### src/rtl/alu_op_sequencer.sv
// Valid/ready sequencer that registers operands into a combinational ALU and returns its outputs one cycle later.
// Optional sticky overflow trap that stalls new requests is enabled with `define ALU_OVF_TRAP_EN.
module alu_op_sequencer #(
  parameter int n     = 32,
  parameter int CNT_W = 16
) (
  input  logic             clk,
  input  logic             rst,
  input  logic             req_valid,
  output logic             req_ready,
  input  logic [2:0]       req_op,
  input  logic [n-1:0]     req_a,
  input  logic [n-1:0]     req_b,
  output logic [n-1:0]     alu_A,
  output logic [n-1:0]     alu_B,
  output logic [2:0]       alu_ALUctr,
  input  logic [n-1:0]     alu_Result,
  input  logic             alu_Zero,
  input  logic             alu_Overflow,
  output logic             rsp_valid,
  input  logic             rsp_ready,
  output logic [n-1:0]     rsp_result,
  output logic             rsp_zero,
  output logic             rsp_overflow,
  output logic [CNT_W-1:0] op_count,
  output logic             ovf_trap,
  input  logic             trap_clr
);

  typedef enum logic [1:0] {
    IDLE = 2'd0,
    EXEC = 2'd1,
    RESP = 2'd2
  } state_t;

  state_t state, state_nxt;
  logic   trap_block;
  logic   accept;
  logic   capture;
  logic   rsp_fire;

  // NOTE: sequential state uses non-blocking (<=) so every register samples pre-edge values.
  always_ff @(posedge clk) begin
    if (rst) state <= IDLE;
    else     state <= state_nxt;
  end

  // NOTE: every output of this block is defaulted first so no path can infer a latch.
  always_comb begin
    state_nxt = state;
    req_ready = 1'b0;
    rsp_valid = 1'b0;
    unique case (state)
      IDLE: begin
        req_ready = !trap_block;
        if (req_valid && !trap_block) state_nxt = EXEC;
      end
      EXEC: state_nxt = RESP;
      RESP: begin
        rsp_valid = 1'b1;
        if (rsp_ready) state_nxt = IDLE;
      end
      default: state_nxt = IDLE;
    endcase
  end

  assign accept   = (state == IDLE) && req_valid && !trap_block;
  assign capture  = (state == EXEC);
  assign rsp_fire = (state == RESP) && rsp_ready;

  // ALU inputs only move on an accepted request, so the ALU never sees intermediate values.
  always_ff @(posedge clk) begin
    if (rst) begin
      alu_A      <= '0;
      alu_B      <= '0;
      alu_ALUctr <= 3'b000;
    end else if (accept) begin
      alu_A      <= req_a;
      alu_B      <= req_b;
      alu_ALUctr <= req_op;
    end
  end

  always_ff @(posedge clk) begin
    if (rst) begin
      rsp_result   <= '0;
      rsp_zero     <= 1'b0;
      rsp_overflow <= 1'b0;
    end else if (capture) begin
      rsp_result   <= alu_Result;
      rsp_zero     <= alu_Zero;
      rsp_overflow <= alu_Overflow;
    end
  end

  // Counts handed-off responses only; an op dropped by reset never reaches RESP handshake.
  always_ff @(posedge clk) begin
    if (rst)           op_count <= '0;
    else if (rsp_fire) op_count <= op_count + 1'b1;
  end

`ifdef ALU_OVF_TRAP_EN
  logic trap_q;

  // A new overflow capture takes priority over a simultaneous clear.
  always_ff @(posedge clk) begin
    if (rst)                         trap_q <= 1'b0;
    else if (capture && alu_Overflow) trap_q <= 1'b1;
    else if (trap_clr)               trap_q <= 1'b0;
  end

  assign ovf_trap   = trap_q;
  assign trap_block = trap_q;
`else
  logic unused_trap_clr;

  assign unused_trap_clr = trap_clr;
  assign ovf_trap        = 1'b0;
  assign trap_block      = 1'b0;
`endif

endmodule

### config.mk
export PLATFORM = sky130hd
export DESIGN_NAME = alu_op_sequencer
export DESIGN_NICKNAME = d
export VERILOG_FILES = /design/src/rtl/alu_op_sequencer.sv
export SDC_FILE = /design/constraint.sdc
export NUM_CORES = 1
export LEC_CHECK = 0
export BUFFER_PORTS_ARGS = -buffer_cell sky130_fd_sc_hd__buf_2
export CAP_MARGIN = 5
export CORE_MARGIN = 5
export CORE_UTILIZATION = 45
export CTS_CLUSTER_SIZE = 24
export DETAILED_ROUTE_END_ITERATION = 10
export PLACE_DENSITY = 0.86
export RECOVER_POWER = 50
export SYNTH_ARGS = -nofsm -noshare
export SYNTH_HDL_FRONTEND = slang
export SYNTH_SLANG_ARGS = --single-unit
### constraint.sdc
create_clock -name clk -period 1.85 [get_ports clk]
set_input_delay 0.185 -clock clk [delete_from_list [all_inputs] [get_ports clk]]
set_output_delay 0.185 -clock clk [all_outputs]
set_load 0.005 [all_outputs]
==> results of run 1 <==
-- worst paths after layout --
check | start | end | slack (ps) | depth (start not counted)
max | op_count[0] | op_count[12] | 150 | 5
min | rsp_ready | state[1] | 30 | 3
max reg2reg | op_count[0] | op_count[12] | 150 | 5
min reg2reg | alu_A[6] | alu_A[6] | 450 | 2
-- power groups by stage --
stage | Combinational (uW) | Clock (uW) | Sequential (uW)
floorplan | 287 | 0 | 2830
global placement | 618 | 0 | 2810
detailed placement | 639 | 0 | 2820
CTS | 809 | 3340 | 2770
global route | 892 | 3480 | 2790
finish | 820 | 3290 | 2780
-- repair_timing --
item                                   in CTS  in global routing
hold buffers                              102                  0
setup endpoints to repair                   0                  0
resized for setup                           0                  0
endpoints found under the hold margin     109                  0
-- metrics by stage --
step / setup WS (ps) / hold slack (ps) / cells
global route: 36.7 / 27.3 / 997
CTS: 154 / 9.07 / 996
floorplan: 209 / 321 / 537
global placement: 245 / 425 / 862
finish: 145 / 33.1 / 1001
detailed placement: 174 / 431 / 862
-- final cells by class --
type	count	area (um^2)	area share, %
timing repair buffer	335	2140	30.3
clock inverter	14	175	2.48
multi-input combinational	376	1740	24.7
antenna	5	12.5	0.177
clock buffer	18	428	6.06
inverter	5	18.8	0.266
tap	129	161	2.29
sequential	119	2380	33.7
-- logic make-up after synthesis --
group,after synthesis
flip-flops,119
buffers and inverters,42
XOR/XNOR,9
multiplexers,2
AND/OR/NAND/NOR,252
adder cells (fa/ha/maj),1
other,1
AO/OA/AOI/OAI,111
-- cells in the mapped netlist (2+ instances only) --
cell type	count	area [um^2]
nand3b_1	2	15.0
nand4_1	4	25.0
xnor2_1	6	52.6
a21oi_1	107	536
nor2_1	16	60.1
buf_4	3	22.5
inv_1	5	18.8
clkbuf_1	27	101
dfxtp_1	119	2380
nor3_1	4	20.0
nand2b_1	2	12.5
xor2_1	3	26.3
buf_2	6	30.0
nor2b_1	4	25.0
nand2_1	209	785
-- worst reg2reg max path, stage by stage (launching register included) --
cell and delay [ps]:
dfxtp_1 400, ha_1 210, nand4b_1 290, nor4_1 460, xnor2_1 160, nor2_1 50
-- flip-flops by register name (all words and copies together) (netlist names) --
| signal | count |
|---|---|
| rsp_zero | 1 |
| rsp_result | 32 |
| alu_B | 32 |
| rsp_overflow | 1 |
| op_count | 16 |
| state | 2 |
| alu_ALUctr | 3 |
| alu_A | 32 |
-- placed cells by master, fill, tap and decap left out, drive strengths merged --
master       count
bufinv           3
a21oi          107
buf            137
diode            5
nor3             4
nand2          209
o21ba            1
nand3b           2
nand2b           2
nand4            5
nor2b            4
inv              7
clkinvlp         3
nand4b           1
nor2            17
xor2             3
ha               1
and3             1
dfxtp          119
nor4             2
clkbuf         114
and2             1
or4              1
nand3            1
xnor2            6
and3b            1
dlygate4sd3    102
conb             1
mux2             2
clkinv           6
or3              1
o21ai            1
a21bo            1
a31o             1
-- per-layer routing --
layer / vias to the layer above / global-route usage (%) / share of wire, % / routed length (um)
met4: 0 / 15.6 / 4.5 / 735
met3: 73 / 10.0 / 9.8 / 1610
met1: 2313 / 29.7 / 36 / 5950
met5: - / 0 / 0 / 0
met2: 304 / 48.0 / 49 / 8120
li1: 2381 / - / - / -
==> results.toml, run 1 <==
[clock_network]
root_buffer = "clkbuf_8"
clockBufferDepth = 2
post-cts-setup-buffers = 0
cts_made_buffers = 17
clk_latency_ps = 490
cts.htree.levels = 4
cts_tree = "yes"
clock_sinks = 119
clkTransAtPathRegs_ps = 60

[place]
place_congestion = 0.783
dpl.hpwl_um = 9030
port_buffers = 223
dpl_cell_area_um2 = 5550

[yosys]
ys_types = 35
synth-seq-area-share_pct = 55.4
synth_top_family_by_area = "simple AND/OR/NAND/NOR gates"
ys.flop_type = "dfxtp_1"
synthAdderAreaFrac_pct = 0.291
synthArstFlopShare_pct = 0
syn_area_um2 = 4300
yosys_warnings = 0
synth_compound_area_share_pct = 13.2
ys_ff_latch = 119
synth-simple-area-share_pct = 24.5
synth-xor-area-share_pct = 1.83
synth_nets = 644
synthMuxAreaShare_pct = 0.524
synth_edf_count = 0
postSynthCellCount = 537
syn_avg_cell_area_um2 = 8.00

[routing]
drc = 0
dr.pass1.iters = 5
ant_nets = 0
drt_wl_total_um = 16400
vias_per_cell = 5.07
routedWlPerCell_um = 16.4
vias = 5071
drt_iter0_markers = 304

[power]
internal_power_uw = 5200
p_seq_share_pct = 40.3
p_sw_share_pct = 24.6
p_comb_share_pct = 11.9
pwr-share-clk_pct = 47.8
total_power_uw = 6890
ir_drop_v = 0.000735
p_leak_uw = 0.00293
power_density_nw_per_um2 = 976
switchingPower_uw = 1700

[timing]
tightest_slew_ps = 700
setup_viol = 0
fin_crit_ps = 1700
rsz0062_at_grt = "false"
fin_crit_sh_pct = 92.2
hold_viol_final = 0
relSlewSlack_pct = 53.4
skew_ps = 7.74
drv_slew = 0
fin_setup_tns_ps = 0
fmax_mhz = 587

[grt]
grt_pass1_wl_um = 25800
grt_use_total_pct = 28.0
grt_pass1_vias = 5336
overflow = 0
antenna_found_initial = 2
grt_max_degree = 66

[finish]
fillers = 637
final_area_um2 = 7060
fin_nets = 961
areaGrowthSynthToFinish_pct = 64.4
final_util_pct = 76.1
layout-drive-gt1-share_pct = 21.0

[floorplanning]
die_h_um = 108
boundaryPins = 226
dieArea_um2 = 11600
rows = 35
start_util_pct = 46.3
design.core.area_um2 = 9280
die_w_um = 108

[setup_path]
crit_path_start_kind = "flop"
crit_slowest_cell = "nor4_1"
crit_buf_inv = 0
arrival_ps = 2070
end_kind = "flop"
max_stage_delay_ps = 460
cp.required_ps = 2210
worstPathMaxFanout = 7
path_cells = "ha_1, nand4b_1, nor4_1, xnor2_1, nor2_1"
crit_family = "simple AND/OR/NAND/NOR gates"
critPathKind = "flop to flop"

[outcome]
outcome = "finished clean"

[min_path]
hp-class = "input port to flop"

[flow_run]
maxCapViolCount = 0
(Power assumes the default switching activity.)
==> run 2, diff against run 1 <==
Settings changed: ABC_AREA set to 1, CAP_MARGIN 5 to 15, PLACE_DENSITY 0.86 to 0.85, REMOVE_ABC_BUFFERS set to 1.
==> run 2 against run 1 <==
Compared with the run above:
- power is 5.6% higher
- cell area is 0.85% higher
- count of clock-buffer cells in the layout is 1 higher
- sequential power is 3% higher
- register-to-register slack better by 140 ps
- global-route usage is 0.53 points lower
- synthesized cell count is 7.1% higher
- area after synthesis is 3.2% higher
- first-iteration DRC count is 5.6% lower
- via count is 1.9% higher
- critical endpoint is now op_count[11]
- largest cell class unchanged
- highest routed layer unchanged
==> results.toml, run 2 <==
[power]
p_leak_uw = 0.00320
switchingPower_uw = 1840
p_sw_share_pct = 25.3
ir_drop_v = 0.000758
total_power_uw = 7280
internal_power_uw = 5440
p_seq_share_pct = 39.3
p_comb_share_pct = 12.9
pwr-share-clk_pct = 47.9
power_density_nw_per_um2 = 1020

[routing]
dr.pass1.iters = 5
drt_wl_total_um = 16300
vias_per_cell = 4.97
routedWlPerCell_um = 15.7
ant_nets = 0
vias = 5169
drt_iter0_markers = 287
drc = 0

[min_path]
hold_end = "op_count[0]"
hp-class = "input port to flop"
holdCritStartpoint = "rst"
hold_path_depth = 2

[timing]
fin_setup_tns_ps = 0
fmax_mhz = 637
hold_viol_final = 0
tightest_slew_ps = 619
fin_crit_ps = 1570
rsz0062_at_grt = "false"
relSlewSlack_pct = 58.7
drv_slew = 0
fin_crit_sh_pct = 84.8
skew_ps = 11.9
setup_viol = 0

[finish]
largestRegisters = "alu_A: 32 flops, alu_B: 32 flops, rsp_result: 32 flops"
final_util_pct = 73.6
final_cell_mix = "nor2_1, buf_2, dfxtp_1"
fin_nets = 999
areaGrowthSynthToFinish_pct = 60.6
layout_commonest_cell = "nor2_1"
layout-drive-gt1-share_pct = 21.4
fin_cells = 1039

[floorplanning]
boundaryPins = 226
die_w_um = 109
design.core.area_um2 = 9680
start_util_pct = 45.8
dieArea_um2 = 11900
die_h_um = 109
rows = 36

[clock_network]
cts_tree = "yes"
cts.htree.levels = 4
post-cts-setup-buffers = 0
clock_sinks = 119
clockBufferDepth = 2
cts_hold_buf = 101
clkTransAtPathRegs_ps = 60
cts_resized = 0
root_buffer = "clkbuf_8"
clk_latency_ps = 490
cts_made_buffers = 17

[setup_path]
max_stage_delay_ps = 400
crit_family = "simple AND/OR/NAND/NOR gates"
path_cells = "nand3_1, nor2_1, nand4_1, o21bai_1, nor2_1"
crit_buf_inv = 0
r2r_setup_slack_ps = 280
worstPathMaxFanout = 6
crit_slowest_cell = "dfxtp_1"
end_kind = "flop"
arrival_ps = 1960
cp.required_ps = 2250
reg2reg_to = "op_count[11]"
reg2reg_depth = 5
cp_common_cell = "nor2_1"
reg2reg_from = "state[1]"
critPathKind = "flop to flop"
crit_path_start_kind = "flop"

[yosys]
yosys.area.top_type_share_pct = 53.7
syn_avg_cell_area_um2 = 7.71
synthTopCellsByCount = "nor2_1, dfxtp_1, o21ai_0, nand2_1, clkbuf_1"
syn_area_um2 = 4430
ys_types = 29
synth_area_leaders = "dfxtp_1, nor2_1, o21ai_0"
ys_ff_latch = 119
yosys_warnings = 0
synth_edf_count = 0
postSynthCellCount = 575
synth.most_common_cell = "nor2_1"
synth_area_leader_cell = "dfxtp_1"
ys.flop_type = "dfxtp_1"
synth-seq-area-share_pct = 53.7
synthArstFlopShare_pct = 0

[place]
dp_cells = 905
port_buffers = 223
dpl.hpwl_um = 8450
place_congestion = 0.899

[flow_run]
maxCapViolCount = 0

[grt]
grt_use_total_pct = 27.4
grt_pass1_vias = 5216
antenna_found_initial = 0
overflow = 0
grt_max_degree = 70
grt_pass1_wl_um = 25300

[outcome]
outcome = "finished clean"
## run 2: changes by cell type after synthesis, moves of 5 or more
cell,before,now
nand2_1,209,30
a21oi_1,107,7
buf_6,0,7
nor2_1,16,224
nand3_1,1,8
xnor2_1,6,0
o21ai_0,1,101
nor2_2,1,6
clkbuf_1,27,18
inv_1,5,16
## run 2: power groups by stage
stage | Clock [uW] | Sequential, uW | Combinational (uW)
6_report | 3490 | 2860 | 936
5_1_grt | 3640 | 2880 | 1030
4_1_cts | 3510 | 2840 | 930
3_5_place_dp | 0 | 2890 | 758
3_3_place_gp | 0 | 2890 | 745
2_1_floorplan | 0 | 2920 | 311
## run 2: per-layer routing
metal | wire length [um] | GRT usage (%) | up-vias
met3 | 1020 | 7.05 | 69
met1 | 5700 | 26.7 | 2368
li1 | - | - | 2470
met4 | 830 | 17.8 | 0
met2 | 8780 | 50.9 | 262
met5 | 0 | 0 | -
## run 2: how the worst max path moves through the flow
stage / slack [ps] / cells after the start / end / start
global placement: 480 / 8 / op_count[14] / op_count[0]
CTS: 390 / 3 / rsp_valid / state[1]
detailed placement: 460 / 6 / alu_B[9] / state[1]
floorplan: 60 / 3 / alu_B[22] / rst
finish: 280 / 5 / op_count[11] / state[1]
global route: 160 / 5 / op_count[11] / state[1]
## run 2: cells by family (layout without fill, tap and decap cells)
group | after synthesis | in the layout | synth area share (%)
AND/OR/NAND/NOR | 283 | 283 | 26.3
flip-flops | 119 | 119 | 53.7
XOR/XNOR | 1 | 1 | 0.198
buffers and inverters | 55 | 385 | 6.12
AO/OA/AOI/OAI | 115 | 115 | 13.3
adder cells (fa/ha/maj) | 1 | 1 | 0.282
other | 1 | 2 | 0.0846
## run 2: layout make-up
cell class	instances	area, um^2
clock inverter	13	194
multi-input combinational	401	1750
tap	133	166
inverter	22	82.6
timing repair buffer	331	2110
sequential	119	2380
clock buffer	19	432
antenna	1	2.50
fill	735	2560
## run 2: through the flow
stage | area, um^2 | setup slack, ps | hold WS, ps
floorplan | 4250 | 56.5 | 254
global placement | 5620 | 477 | 406
detailed placement | 5620 | 456 | 414
CTS | 7250 | 389 | 1.37
global route | 7120 | 160 | 26.3
finish | 7120 | 281 | 21.1
## run 2: worst reg2reg max path, stage by stage, from the launching register on
cell and delay (ps):
dfxtp_1 400, nand3_1 280, nor2_1 390, nand4_1 180, o21bai_1 160, nor2_1 50
